`config.mk`:
```
export PLATFORM = sky130hd
export DESIGN_NAME = mult_accum_mc
export DESIGN_NICKNAME = d
export VERILOG_FILES = /design/src/rtl/mult_accum_pkg.sv /design/src/rtl/mult_accum_mul.sv /design/src/rtl/mult_accum_mc.sv
export SDC_FILE = /design/constraint.sdc
export NUM_CORES = 1
export LEC_CHECK = 0
export CORE_MARGIN = 4
export CORE_UTILIZATION = 65
export DETAILED_ROUTE_END_ITERATION = 10
export PLACE_DENSITY = 0.82
export SLEW_MARGIN = 20
export SYNTH_ARGS = -nofsm -noshare
export SYNTH_HDL_FRONTEND = slang
export SYNTH_SLANG_ARGS = --single-unit
```
`constraint.sdc`:
```
create_clock -name clock0 -period 12.4 [get_ports clock0]
set_input_delay 1.24 -clock clock0 [delete_from_list [all_inputs] [get_ports clock0]]
set_output_delay 1.24 -clock clock0 [all_outputs]
set_load 0.05 [all_outputs]
```
`src/rtl/mult_accum_pkg.sv`:
```
// rtl/mult_accum_pkg.sv - shared types and helpers for the multiply-accumulate block
package mult_accum_pkg;

    // Width of the saturation constant helpers; callers size-cast down to their own width.
    localparam int SAT_MAX_W = 128;

    // Control payload travelling alongside each sample through the pipeline.
    typedef struct packed {
        logic valid;
        logic is_signed;
        logic addnsub;
        logic sload;
    } stage_ctrl_t;

    // Channel index width, never narrower than one bit.
    function automatic int ch_width(input int num_ch);
        return (num_ch > 1) ? $clog2(num_ch) : 1;
    endfunction

    // Largest representable accumulator value of the given width.
    function automatic logic [SAT_MAX_W-1:0] sat_max(input logic is_signed, input int width);
        logic [SAT_MAX_W-1:0] one;
        one = 1;
        return is_signed ? (one << (width - 1)) - one : (one << width) - one;
    endfunction

    // Smallest representable accumulator value of the given width.
    function automatic logic [SAT_MAX_W-1:0] sat_min(input logic is_signed, input int width);
        logic [SAT_MAX_W-1:0] one;
        one = 1;
        return is_signed ? ~((one << (width - 1)) - one) : '0;
    endfunction

endpackage

```
`src/rtl/mult_accum_mul.sv`:
```
// rtl/mult_accum_mul.sv - input register and signed/unsigned multiplier with product register
//
// Ports:
//   clock0, aclr0, ena      clock, async active-low clear, pipeline enable
//   in_ctrl, in_ch          control payload and channel of the incoming sample
//   dataa, datab            operands
//   signa, signb            per-operand two's complement flags
//   prod                    product extended to WIDTH_RESULT
//   prod_ctrl, prod_ch      payload and channel aligned with prod
module mult_accum_mul
    import mult_accum_pkg::*;
#(
    parameter int WIDTH_A      = 16,
    parameter int WIDTH_B      = 16,
    parameter int WIDTH_RESULT = 40,
    parameter int CH_W         = 2
) (
    input  logic                    clock0,
    input  logic                    aclr0,
    input  logic                    ena,
    input  stage_ctrl_t             in_ctrl,
    input  logic [CH_W-1:0]         in_ch,
    input  logic [WIDTH_A-1:0]      dataa,
    input  logic [WIDTH_B-1:0]      datab,
    input  logic                    signa,
    input  logic                    signb,
    output logic [WIDTH_RESULT-1:0] prod,
    output stage_ctrl_t             prod_ctrl,
    output logic [CH_W-1:0]         prod_ch
);

    localparam int PW = WIDTH_A + WIDTH_B;

    logic [WIDTH_A-1:0]      a_r;
    logic [WIDTH_B-1:0]      b_r;
    logic                    sa_r;
    logic                    sb_r;
    stage_ctrl_t             ctrl1;
    logic [CH_W-1:0]         ch1;

    logic signed [WIDTH_A:0] a_ext;
    logic signed [WIDTH_B:0] b_ext;
    logic [PW-1:0]           p_lo;
    logic [WIDTH_RESULT-1:0] prod_next;

    // Each operand gets one extra bit holding its own sign (or zero), so a single
    // signed multiply covers all four signa/signb combinations. The exact product
    // always fits in WIDTH_A+WIDTH_B bits, so only those low bits are computed.
    always_comb begin
        a_ext     = {sa_r & a_r[WIDTH_A-1], a_r};
        b_ext     = {sb_r & b_r[WIDTH_B-1], b_r};
        p_lo      = PW'(a_ext) * PW'(b_ext);
        prod_next = ctrl1.is_signed ? WIDTH_RESULT'($signed(p_lo)) : WIDTH_RESULT'(p_lo);
    end

    always_ff @(posedge clock0 or negedge aclr0) begin
        if (!aclr0) begin
            a_r       <= '0;
            b_r       <= '0;
            sa_r      <= 1'b0;
            sb_r      <= 1'b0;
            ctrl1     <= '0;
            ch1       <= '0;
            prod      <= '0;
            prod_ctrl <= '0;
            prod_ch   <= '0;
        end else if (ena) begin
            a_r       <= dataa;
            b_r       <= datab;
            sa_r      <= signa;
            sb_r      <= signb;
            ctrl1     <= in_ctrl;
            ch1       <= in_ch;
            prod      <= prod_next;
            prod_ctrl <= ctrl1;
            prod_ch   <= ch1;
        end
    end

endmodule

```
`src/rtl/mult_accum_mc.sv`:
```
// rtl/mult_accum_mc.sv - multi-channel 3-stage multiply-accumulate (option: MULT_ACCUM_SATURATION_EN)
//
// Ports:
//   clock0, aclr0, ena          clock, async active-low clear, pipeline enable
//   in_valid, ch                sample qualifier and target channel
//   dataa, datab, signa, signb  operands and their signedness
//   addnsub, accum_sload        add/subtract product, load instead of accumulate
//   result, out_valid, out_ch   updated accumulator, qualifier and its channel
//   overflow                    sticky overflow flag of out_ch
//   accum_is_saturated          (MULT_ACCUM_SATURATION_EN only) update was clamped
module mult_accum_mc
    import mult_accum_pkg::*;
#(
    parameter int WIDTH_A      = 16,
    parameter int WIDTH_B      = 16,
    parameter int WIDTH_RESULT = 40,
    parameter int NUM_CH       = 4,
    localparam int CH_W        = ch_width(NUM_CH)
) (
    input  logic                    clock0,
    input  logic                    aclr0,
    input  logic                    ena,
    input  logic                    in_valid,
    input  logic [WIDTH_A-1:0]      dataa,
    input  logic [WIDTH_B-1:0]      datab,
    input  logic [CH_W-1:0]         ch,
    input  logic                    signa,
    input  logic                    signb,
    input  logic                    addnsub,
    input  logic                    accum_sload,
`ifdef MULT_ACCUM_SATURATION_EN
    output logic                    accum_is_saturated,
`endif
    output logic [WIDTH_RESULT-1:0] result,
    output logic                    out_valid,
    output logic [CH_W-1:0]         out_ch,
    output logic                    overflow
);

    localparam int W = WIDTH_RESULT;

`ifdef MULT_ACCUM_SATURATION_EN
    localparam logic [W-1:0] SMAX = W'(sat_max(1'b1, W));
    localparam logic [W-1:0] SMIN = W'(sat_min(1'b1, W));
    localparam logic [W-1:0] UMAX = W'(sat_max(1'b0, W));
    localparam logic [W-1:0] UMIN = W'(sat_min(1'b0, W));
`endif

    stage_ctrl_t       in_ctrl;
    logic [W-1:0]      prod;
    stage_ctrl_t       prod_ctrl;
    logic [CH_W-1:0]   prod_ch;

    logic [W-1:0]      acc [NUM_CH];
    logic [NUM_CH-1:0] ovf_flags;

    logic [W-1:0]      base;
    logic [W:0]        ext_base;
    logic [W:0]        ext_p;
    logic [W:0]        sum;
    logic              ovf_now;
    logic              ovf_next;
    logic [W-1:0]      new_val;

    // Out-of-range channels enter the pipeline as bubbles so they never touch state.
    always_comb begin
        in_ctrl           = '0;
        in_ctrl.valid     = in_valid & ({1'b0, ch} < (CH_W + 1)'(NUM_CH));
        in_ctrl.is_signed = signa | signb;
        in_ctrl.addnsub   = addnsub;
        in_ctrl.sload     = accum_sload;
    end

    mult_accum_mul #(
        .WIDTH_A      (WIDTH_A),
        .WIDTH_B      (WIDTH_B),
        .WIDTH_RESULT (WIDTH_RESULT),
        .CH_W         (CH_W)
    ) u_mul (
        .clock0    (clock0),
        .aclr0     (aclr0),
        .ena       (ena),
        .in_ctrl   (in_ctrl),
        .in_ch     (ch),
        .dataa     (dataa),
        .datab     (datab),
        .signa     (signa),
        .signb     (signb),
        .prod      (prod),
        .prod_ctrl (prod_ctrl),
        .prod_ch   (prod_ch)
    );

    // Stage 3 reads and writes the accumulator in the same cycle, so back-to-back
    // samples on one channel chain naturally. The add is done one bit wider: in
    // signed mode the top two bits disagree on overflow; in unsigned mode the top
    // bit is the carry (add) or borrow (subtract).
    always_comb begin
        base     = prod_ctrl.sload ? '0 : acc[prod_ch];
        ext_base = prod_ctrl.is_signed ? {base[W-1], base} : {1'b0, base};
        ext_p    = prod_ctrl.is_signed ? {prod[W-1], prod} : {1'b0, prod};
        sum      = prod_ctrl.addnsub ? ext_base + ext_p : ext_base - ext_p;
        ovf_now  = prod_ctrl.is_signed ? (sum[W] ^ sum[W-1]) : sum[W];
        ovf_next = ovf_now | (~prod_ctrl.sload & ovf_flags[prod_ch]);
        new_val  = sum[W-1:0];
`ifdef MULT_ACCUM_SATURATION_EN
        // The wide sum carries the true sign of a signed result; unsigned overflow
        // direction follows the operation.
        if (ovf_now) begin
            if (prod_ctrl.is_signed) begin
                new_val = sum[W] ? SMIN : SMAX;
            end else begin
                new_val = prod_ctrl.addnsub ? UMAX : UMIN;
            end
        end
`endif
    end

    always_ff @(posedge clock0 or negedge aclr0) begin
        if (!aclr0) begin
            for (int i = 0; i < NUM_CH; i++) begin
                acc[i] <= '0;
            end
            ovf_flags <= '0;
            result    <= '0;
            out_valid <= 1'b0;
            out_ch    <= '0;
            overflow  <= 1'b0;
`ifdef MULT_ACCUM_SATURATION_EN
            accum_is_saturated <= 1'b0;
`endif
        end else if (ena) begin
            out_valid <= prod_ctrl.valid;
`ifdef MULT_ACCUM_SATURATION_EN
            accum_is_saturated <= prod_ctrl.valid & ovf_now;
`endif
            if (prod_ctrl.valid) begin
                acc[prod_ch]       <= new_val;
                ovf_flags[prod_ch] <= ovf_next;
                result             <= new_val;
                out_ch             <= prod_ch;
                overflow           <= ovf_next;
            end
        end
    end

endmodule
```
== Word-level counts from Yosys, hierarchy flattened ==
Cells that the tools add are included.

* Register bits: 294
* Bits of input ports: 42
* Output and inout bits: 44
* Word-level logic and storage cells: 59

* Add/subtract/negate cells: 2
* Multipliers: 1
* Order comparisons: 4
* Mux-type cells: 17
* Bitwise gates (word level): 8
* Reduce and logical (&&, ||, !) cells: 3

{| class="wikitable"
|+ Operators by type and width
! operator !! number
|-
| 40-bit 2-to-1 mux || 5
|-
| 160-bit bitwise mux || 1
|-
| 41-bit 2-to-1 mux || 3
|-
| 40-bit binary-select mux with 2-bit select || 1
|-
| 40-bit demux with 2-bit select || 1
|-
| 41-bit adder || 1
|-
| 41-bit subtractor || 1
|-
| 17-bit by 17-bit multiplier with 32-bit output || 1
|-
| 4-bit bitwise mux || 1
|-
| 1-bit bitwise AND || 3
|-
| 3-bit greater-or-equal comparator (second input constant) || 1
|-
| 2-bit by 3-bit < comparator with 1-bit output (second input constant) || 1
|-
| 3-bit by 1-bit < comparator with 1-bit output (second input constant) || 1
|-
| 1-bit 2-to-1 mux || 3
|-
| 2-bit NOT with 3-bit output || 1
|-
| 1-bit binary-select mux with 2-bit select || 1
|-
| 1-bit demux with 2-bit select || 1
|-
| 2-bit by 1-bit greater-or-equal comparator with 1-bit output (second input constant) || 1
|-
| 1-bit logical AND || 2
|-
| 1-bit OR || 2
|-
| 2-bit AND reduction || 1
|-
| 1-bit NOT || 1
|-
| 1-bit XOR || 1
|}

== Depth between registers and ports, before layout ==
Gate-level depths: netlist of the first run.

* Word-level depth: 12
* Gate-level depth with buffers: 24
* Depth with buffers taken out: 23

== By module ==
From an unflattened synthesis of the first run, not the netlist that was laid out.

* Cell total of the unflattened synthesis: 2,578
* Area, all modules: 25,052.8 um2

{| class="wikitable"
|+ By module, submodules not included
! module !! instances !! cells each !! area an instance (um2) !! sequential area each (um2)
|-
| mult_accum_mul || 1 || 1,367 || 13,518.0 || 1,976.9
|-
| mult_accum_mc || 1 || 1,211 || 11,534.8 || 5,205.0
|}

== Worst setup path before layout of the first run ==
Ideal clock, no wire load.

* Kind: register to register
* From: register u_mul.sa_r
* To: register u_mul.prod[27]
* Library setup time: 125 ps
* Arrival time: 6,085 ps
* Data required time: 12,275 ps
* Slack: 6,191 ps
* Cell stages (with the launch flop): 24
* Buffers on the path: 1
* Clock period less this slack: 6,209 ps
* Cell sequence: dfrtp_1 > and2_1 > clkbuf_1 > nand2_1 > inv_1 > fa_1 > inv_1 > fa_1 > inv_1 > fa_1 > fa_1 > fa_1 > inv_1 > fa_1 > inv_1 > ha_1 > a21o_1 > a21o_1 > a21o_1 > a221o_1 > or3_1 > a21oi_1 > xnor2_1 > mux2_2

* Longest elaborated chain between the ends: 3

{| class="wikitable"
|+ Ends and longest elaborated chain
! what !! line !! source
|-
| start, declared || mult_accum_mul.sv:36 || <nowiki>logic sa_r;</nowiki>
|-
| start signal, assigned || mult_accum_mul.sv:70 || <nowiki>sa_r <= signa;</nowiki>
|-
| 1-bit bitwise AND || mult_accum_mul.sv:50 || <nowiki>a_ext = {sa_r & a_r[WIDTH_A-1], a_r};</nowiki>
|-
| 17-bit by 17-bit multiplier with 32-bit output || mult_accum_mul.sv:52 || <nowiki>p_lo = PW'(a_ext) * PW'(b_ext);</nowiki>
|-
| 40-bit 2-to-1 mux || mult_accum_mul.sv:53 || <nowiki>prod_next = ctrl1.is_signed ? WIDTH_RESULT'($signed(p_lo)) : WIDTH_RESULT'(p_lo);</nowiki>
|-
| end signal, assigned || mult_accum_mul.sv:74 || <nowiki>prod <= prod_next;</nowiki>
|-
| end, declared || mult_accum_mul.sv:27 || <nowiki>output logic [WIDTH_RESULT-1:0] prod,</nowiki>
|}

Every way passes these cells.
A chain may end at the register's enable or synchronous reset.

== Final worst setup path of the first run ==
* From: register u_mul.a_r[15]
* To: register u_mul.prod[27]

* Longest elaborated chain between the ends: 3

{| class="wikitable"
|+ Ends and longest elaborated chain
! what !! line !! source
|-
| start, declared || mult_accum_mul.sv:34 || <nowiki>logic [WIDTH_A-1:0] a_r;</nowiki>
|-
| start signal, assigned || mult_accum_mul.sv:68 || <nowiki>a_r <= dataa;</nowiki>
|-
| 1-bit bitwise AND || mult_accum_mul.sv:50 ||
|-
| 17-bit by 17-bit multiplier with 32-bit output * || mult_accum_mul.sv:52 ||
|-
| 40-bit 2-to-1 mux * || mult_accum_mul.sv:53 ||
|}

Mark *: on every way between the ends. The rest lies on a longest branch, timed or not.

==> reports/results.txt, run 1 <==
Die ar.: 0.0424 mm2
Overflow after GRT: 0
Reg2Reg Setup Slack: 5.44 ns
Outcome: complete, no violations
Final Critical Period: 6.96 ns
CTS max path bufs: 3
Total track usage: 28.6%
Die H: 206 um
Slowest stage delay, CP: 0.74 ns
Yosys top cell area share: 28.2%
Max-Cap Viols: 0
Final setup fails: 0
Row cnt: 72
Setup bufs post-CTS: 0
Worst-Skew Late Latency: 0.58 ns
Core region area: 0.0386 mm2
R2r startpoint: u_mul.a_r[15]
Max_slew headroom: 35.3%
Syn nets: 3,122
Worst R2R End: u_mul.prod[27]
Post-synth top flop: dfrtp_1
Post-synth EDFFs: 0
CP required: 12.86 ns
Post-synthesis sequential area ratio: 28.2%
Post-cts hold buffer count: 0
Synth Register Bits: 287
Arrival time worst endpoint: 7.42 ns
Min-delay src: acc[31]
Via Count: 19,036
Crit path kind: flop to flop
GP Congestion: 0.912
WHS Path Cells: 2
Yosys Warn Count: 0
Crit-path leading delay family: adder cells
Count of TritonRoute iterations in the first routing pass: 7
Vias per cell: 5.92
Resized cells post-CTS: 0
Share of layout cells above drive strength 1: 7.35%
Number of DRC markers in iteration 0: 1,333
Fin. Hold Viols: 0
Largest net degree at the start of global routing: 168
Clock sink count: 287
Syn_area_per_cell: 9.51 um2
Syn Inst Count: 2,674
Clock root buffer: clkbuf_16
I/O Buffers: 85
Setup Skew: 0.0158 ns
IO Count: 86
Worst Reg-to-Reg Cells: 22
# fillers: 2,766
HPWL after DPL: 43,700 um
DRC violations left: 0
Worst Hold End: acc[31]
H-tree depth: 1
Area contributors post-synth: dfrtp_1 (28%), fa_1 (22%), nand2_1 (6.4%)
Final worst-path cycle share: 56.2%
First-pass GRT wire length: 98,400 um
CTS Buf Count: 31
Slew Viols, Final: 0
Largest area contributor in the netlist: dfrtp_1
Initial antenna violation count: 0
Ys async rst share: 100%
Distinct cells, synth: 72
Max Freq: 144 MHz
RSZ-0062 raised after global routing: false
Crit path buffers/inverters: 5
Crit end category: flop
Initial Util: 65.8%
Routed wire per std cell: 18.3 um
Crit start category: flop
Sum Neg Setup Slack: 0 ns
Reg area: 0.00719 mm2
Total Routed Length: 58,700 um
Die width: 206 um
Syn-to-layout area delta: 8.40%
Crit-path most repeated cell: fa_1
Worst-path maximum fanout: 25
Number of global-route vias before repair: 19,879
Final ANT Viol Nets: 0
Multi-input gate area: 0.0165 mm2
Worst-path clk slew: 0.06 ns
Min-delay worst type: flop to flop
Antenna diode count: 0
Cell Area, Synth: 0.0254 mm2
Worst Max-Slew Pin Slew: 0.970 ns
Nets: 3,118
CP Cell Sequence: and2_1 -> nand2_1 -> inv_1 -> fa_1 -> inv_1 -> fa_1 -> inv_1 -> fa_1 -> fa_1 -> fa_1 -> inv_1 -> fa_1 -> inv_1 -> ha_1 -> a21o_1 -> a21o_1 -> a21o_1 -> a221o_1 -> or3_1 -> a21oi_1 -> xnor2_1 -> mux2_2
Crit-path slowest cell: dfrtp_1
TritonCTS clock tree: yes
[metal layers]
layer | global-route usage, % | share of wire [%]
met5 | 0 | 0
met4 | 8.46 | 2.7
met3 | 3.77 | 6.1
met2 | 48.3 | 50
met1 | 39.3 | 41
[cells by family after synthesis]
| kind of cell | synth area share, % |
|---|---|
| adder cells (fa/ha/maj) | 28.3 |
| buffers and inverters | 6.98 |
| AND/OR/NAND/NOR | 15.3 |
| AO/OA/AOI/OAI | 11.3 |
| XOR/XNOR | 3.24 |
| flip-flops | 28.2 |
| multiplexers | 6.61 |
[worst max path at each step]
stage	startpoint	to	slack, ns	cells after the start
4_1_cts	u_mul.a_r[15]	u_mul.prod[27]	5.47	22
3_5_place_dp	u_mul.a_r[15]	u_mul.prod[27]	5.52	22
3_3_place_gp	u_mul.a_r[15]	u_mul.prod[27]	5.72	22
6_report	u_mul.a_r[15]	u_mul.prod[27]	5.44	22
5_1_grt	u_mul.a_r[15]	u_mul.prod[27]	5.06	22
2_1_floorplan	u_mul.sa_r	u_mul.prod[27]	6.19	23
[flip-flops by register name (all words and copies together), names as in the netlist]
register         cells
acc                160
result              40
u_mul.prod          33
u_mul.a_r           16
u_mul.b_r           16
ovf_flags            4
u_mul.ctrl1          4
u_mul.prod_ctrl      4
out_ch               2
u_mul.ch1            2
u_mul.prod_ch        2
out_valid            1
overflow             1
u_mul.sa_r           1
u_mul.sb_r           1
[worst register-to-register path: stages, from the launching register on]
cell and delay [ns]:
dfrtp_1 0.74, and2_1 0.45, nand2_1 0.16, inv_1 0.18
fa_1 0.47, inv_1 0.22, fa_1 0.44, inv_1 0.09
fa_1 0.46, fa_1 0.51, fa_1 0.49, inv_1 0.05
fa_1 0.47, inv_1 0.05, ha_1 0.34, a21o_1 0.18
a21o_1 0.17, a21o_1 0.21, a221o_1 0.33, or3_1 0.32
a21oi_1 0.19, xnor2_1 0.08, mux2_2 0.26
[stage by stage]
step	setup slack, ns	utilization [%]	instances	hold slack (ns)	area (um2)
3_5_place_dp	5.52	68.7	3155	0.464	26500
4_1_cts	5.47	71.3	3213	0.480	27600
6_report	5.44	71.3	3213	0.476	27600
5_1_grt	5.06	71.3	3213	0.499	27600
2_1_floorplan	6.19	-	2674	0.441	25400
3_3_place_gp	5.72	68.7	3155	0.455	26500
[cells in the final DEF (no fill, tap or decap), types with 82 or more instances in the layout]
cell type and instances:
inv_1 337, dfrtp_1 284, and2_1 130, fa_1 283, nor2_1 107, o21ai_0 216, ha_1 123, clkdlybuf4s50_1 83
nand2_1 434, a21oi_1 82
[Yosys cell counts (all sizes together), types with 9 or more instances]
cell type / n
o21ai: 223
nor3: 24
a211o: 9
clkbuf: 116
a21o: 30
a31oi: 25
xnor2: 51
mux2: 62
mux4: 41
fa: 283
o31ai: 9
nor2b: 50
and3: 13
buf: 17
inv: 337
nand3: 18
and2: 130
ha: 123
nor2: 107
dfrtp: 287
o21a: 13
nand4: 10
or3: 11
or2: 9
a21oi: 82
xor2: 43
nand2: 436
o211ai: 21
[area by class of cell]
| class | instances | area share (%) |
|---|---|---|
| inverter | 337 | 4.59 |
| sequential | 287 | 26.1 |
| multi-input combinational | 1917 | 59.8 |
| timing repair buffer | 96 | 3.44 |
| tap | 518 | 2.35 |
| clock buffer | 43 | 3.12 |
| clock inverter | 15 | 0.626 |
Power of run 1 is not shown: default switching activity piles up to over one toggle a cycle in this logic, so the estimate is an artifact.
==> run 2: changes to the inputs <==
Settings changed: CORE_UTILIZATION 65 to 64, PLACE_DENSITY 0.82 to 0.81.
Clock period 12.4 ns to 7.3 ns, I/O delays scaled along.
==> run 2 against run 1 <==
- utilization shrank 0.29 points
- maximum frequency grew 2.2%
- register-to-register slack lost 4.9 ns
- sequential share of layout area shrank 0.14 points
- first-iteration DRC count shrank 2.3%
- die area grew 1.5%
- critical path type unchanged
- critical path depth shrank 3
==> reports/results.txt, run 2 (synthesized netlist as in run 1, its figures left out) <==
Final worst-path cycle share: 93.3% (was 56.2%)
Arrival time worst endpoint: 7.26 ns (was 7.42 ns)
Max-Cap Viols: 0 (unchanged)
Crit-path leading delay family: adder cells (unchanged)
Core region area: 0.0390 mm2 (was 0.0386 mm2)
Largest net degree at the start of global routing: 156 (was 168)
Worst-path maximum fanout: 10 (was 25)
Number of DRC markers in iteration 0: 1,302 (was 1,333)
Max reg flops: 160 (unchanged)
Multi-input gate area: 0.0165 mm2 (about the same)
Crit start category: flop (unchanged)
CP required: 7.75 ns (was 12.86 ns)
CP Cell Sequence: and2_1 -> nand2_1 -> inv_1 -> fa_1 -> inv_1 -> fa_2 -> inv_1 -> fa_1 -> fa_1 -> fa_1 -> fa_1 -> ha_1 -> nand4_1 -> nor3_1 -> and4_1 -> nor2_1 -> a211oi_1 -> nor3_1 -> o31ai_1 (was and2_1 -> nand2_1 -> inv_1 -> fa_1 -> inv_1 -> fa_1 -> inv_1 -> fa_1 -> fa_1 -> fa_1 -> inv_1 -> fa_1 -> inv_1 -> ha_1 -> a21o_1 -> a21o_1 -> a21o_1 -> a221o_1 -> or3_1 -> a21oi_1 -> xnor2_1 -> mux2_2)
Layer with the highest usage: met2 (unchanged)
Number of global-route vias before repair: 20,054 (was 19,879)
Resized cells post-CTS: 0 (unchanged)
Worst-path clk slew: 0.06 ns (about the same)
Overflow after GRT: 0 (unchanged)
Final instance area: 0.0277 mm2 (was 0.0276 mm2)
Die width: 207 um (was 206 um)
Reg area: 0.00719 mm2 (unchanged)
Total Routed Length: 61,200 um (was 58,700 um)
Setup bufs post-CTS: 0 (unchanged)
Worst R2R End: u_mul.prod[29] (was u_mul.prod[27])
Crit path kind: flop to flop (unchanged)
Initial antenna violation count: 0 (unchanged)
H-tree depth: 2 (was 1)
HPWL after DPL: 45,200 um (was 43,700 um)
GR met3 Demand/Resource: 4.14% (was 3.77%)
Commonest cells after routing, fill and taps aside: nand2_1 (434), inv_1 (337), dfrtp_1 (284) (unchanged)
Crit end category: flop (unchanged)
Slowest stage delay, CP: 0.75 ns (was 0.74 ns)
IO Count: 86 (unchanged)
Crit-path slowest cell: fa_2 (was dfrtp_1)
Crit-path most repeated cell: fa_1 (unchanged)
Post-cts hold buffer count: 0 (unchanged)
Via Count: 19,213 (was 19,036)
Crit path buffers/inverters: 3 (was 5)
R2r startpoint: u_mul.sa_r (was u_mul.a_r[15])
Top reg by flops: acc (unchanged)
CTS max path bufs: 3 (unchanged)
M1 GR Usage: 39.7% (was 39.3%)
Syn-to-layout area delta: 8.96% (was 8.40%)
Max_slew headroom: 26.8% (was 35.3%)
DRC violations left: 0 (unchanged)
Nets: 3,130 (was 3,118)
Outcome: complete, no violations (unchanged)
Routed wire per std cell: 19.0 um (was 18.3 um)
GP Congestion: 0.928 (was 0.912)
Sum Neg Setup Slack: 0 ns (unchanged)
CTS Buf Count: 34 (was 31)
Vias per cell: 5.96 (was 5.92)
Die H: 207 um (was 206 um)
Final Critical Period: 6.81 ns (was 6.96 ns)
Count of TritonRoute iterations in the first routing pass: 5 (was 7)
# fillers: 2,886 (was 2,766)
Share of layout cells above drive strength 1: 7.95% (was 7.35%)
Initial Util: 65.2% (was 65.8%)
Max Freq: 147 MHz (was 144 MHz)
Reg2Reg Setup Slack: 0.49 ns (was 5.44 ns)
Die ar.: 0.0430 mm2 (was 0.0424 mm2)
Clock root buffer: clkbuf_16 (unchanged)
Slew Viols, Final: 0 (unchanged)
Fin. Hold Viols: 0 (unchanged)
DP Worst Slack: 0.498 ns (was 5.52 ns)
Worst Max-Slew Pin Slew: 1.07 ns (was 0.970 ns)
I/O Buffers: 85 (unchanged)
Min-delay worst type: input port to async pin (was flop to flop)
Antenna diode count: 0 (unchanged)
Placed Instance Area: 0.0266 mm2 (was 0.0265 mm2)
Post-route setup slack: 0.489 ns (was 5.44 ns)
TritonCTS clock tree: yes (unchanged)
Row cnt: 72 (unchanged)
Commonest non-fill, non-tap cell in the layout: nand2_1 (unchanged)
Clock sink count: 287 (unchanged)
First-pass GRT wire length: 103,000 um (was 98,400 um)
RSZ-0062 raised after global routing: false (unchanged)
Largest regs: acc x160, result x40, u_mul.prod x33 (unchanged)
Worst-Skew Late Latency: 0.55 ns (was 0.58 ns)
Total track usage: 28.9% (was 28.6%)
Final setup fails: 0 (unchanged)
M2 GR Usage: 48.4% (was 48.3%)
Worst Reg-to-Reg Cells: 19 (was 22)
Setup Skew: 0.0206 ns (was 0.0158 ns)
Final ANT Viol Nets: 0 (unchanged)
[run 2: cell types whose count changed in the layout (fill, tap and decap cells not counted), moves of 2 or more]
| cell | change |
|---|---|
| clkbuf_16 | +4 |
| clkinv_2 | +4 |
| clkbuf_1 | -5 |
| buf_4 | +8 |
| bufinv_16 | -3 |
| clkinv_8 | +2 |
[run 2: how the worst max path moves through the flow]
stage	start	endpoint	cells past startpoint
6_report	u_mul.sa_r	u_mul.prod[29]	19
5_1_grt	u_mul.sa_r	u_mul.prod[29]	19
4_1_cts	u_mul.sa_r	u_mul.prod[29]	19
3_5_place_dp	u_mul.sa_r	u_mul.prod[29]	19
3_3_place_gp	u_mul.sa_r	u_mul.prod[31]	19
2_1_floorplan	u_mul.sa_r	u_mul.prod[27]	23
[run 2: routing by layer]
layer  wire [um]  share of wire (%)  vias to the layer above
li1            -                  -                     8720
met1       24900                 41                     9676
met2       30600                 50                      674
met3        3760                6.1                      143
met4        1860                3.0                        0
met5           0                  0                        -
[run 2: stage by stage]
step	std cells	utilization, %	hold WS, ns
after floorplan	2674	-	0.434
after global placement	3163	68.2	0.454
after detailed placement	3163	68.2	0.463
after CTS	3223	71.0	0.366
after global routing	3224	71.0	0.0853
final	3224	71.0	0.0806
[run 2: worst register-to-register path, delay by kind of cell, from the launching register on]
family / cells / cell delay, ns
adders and majority gates: 7 / 3.75
and+or+nand+nor: 7 / 1.49
AOI/OAI and AO/OA: 2 / 0.60
DFF: 1 / 0.47
buffers and inverters: 3 / 0.41
[run 2: final cells by class]
cell class / count / share of cell area, %
flip-flops and latches: 287 / 25.9
clock inverters: 17 / 0.447
multi-input cells: 1917 / 59.5
inverters: 337 / 4.56
clock buffers: 43 / 3.45
well taps: 518 / 2.34
repair buffers: 105 / 3.74
Power of run 2 is left out for the same reason.
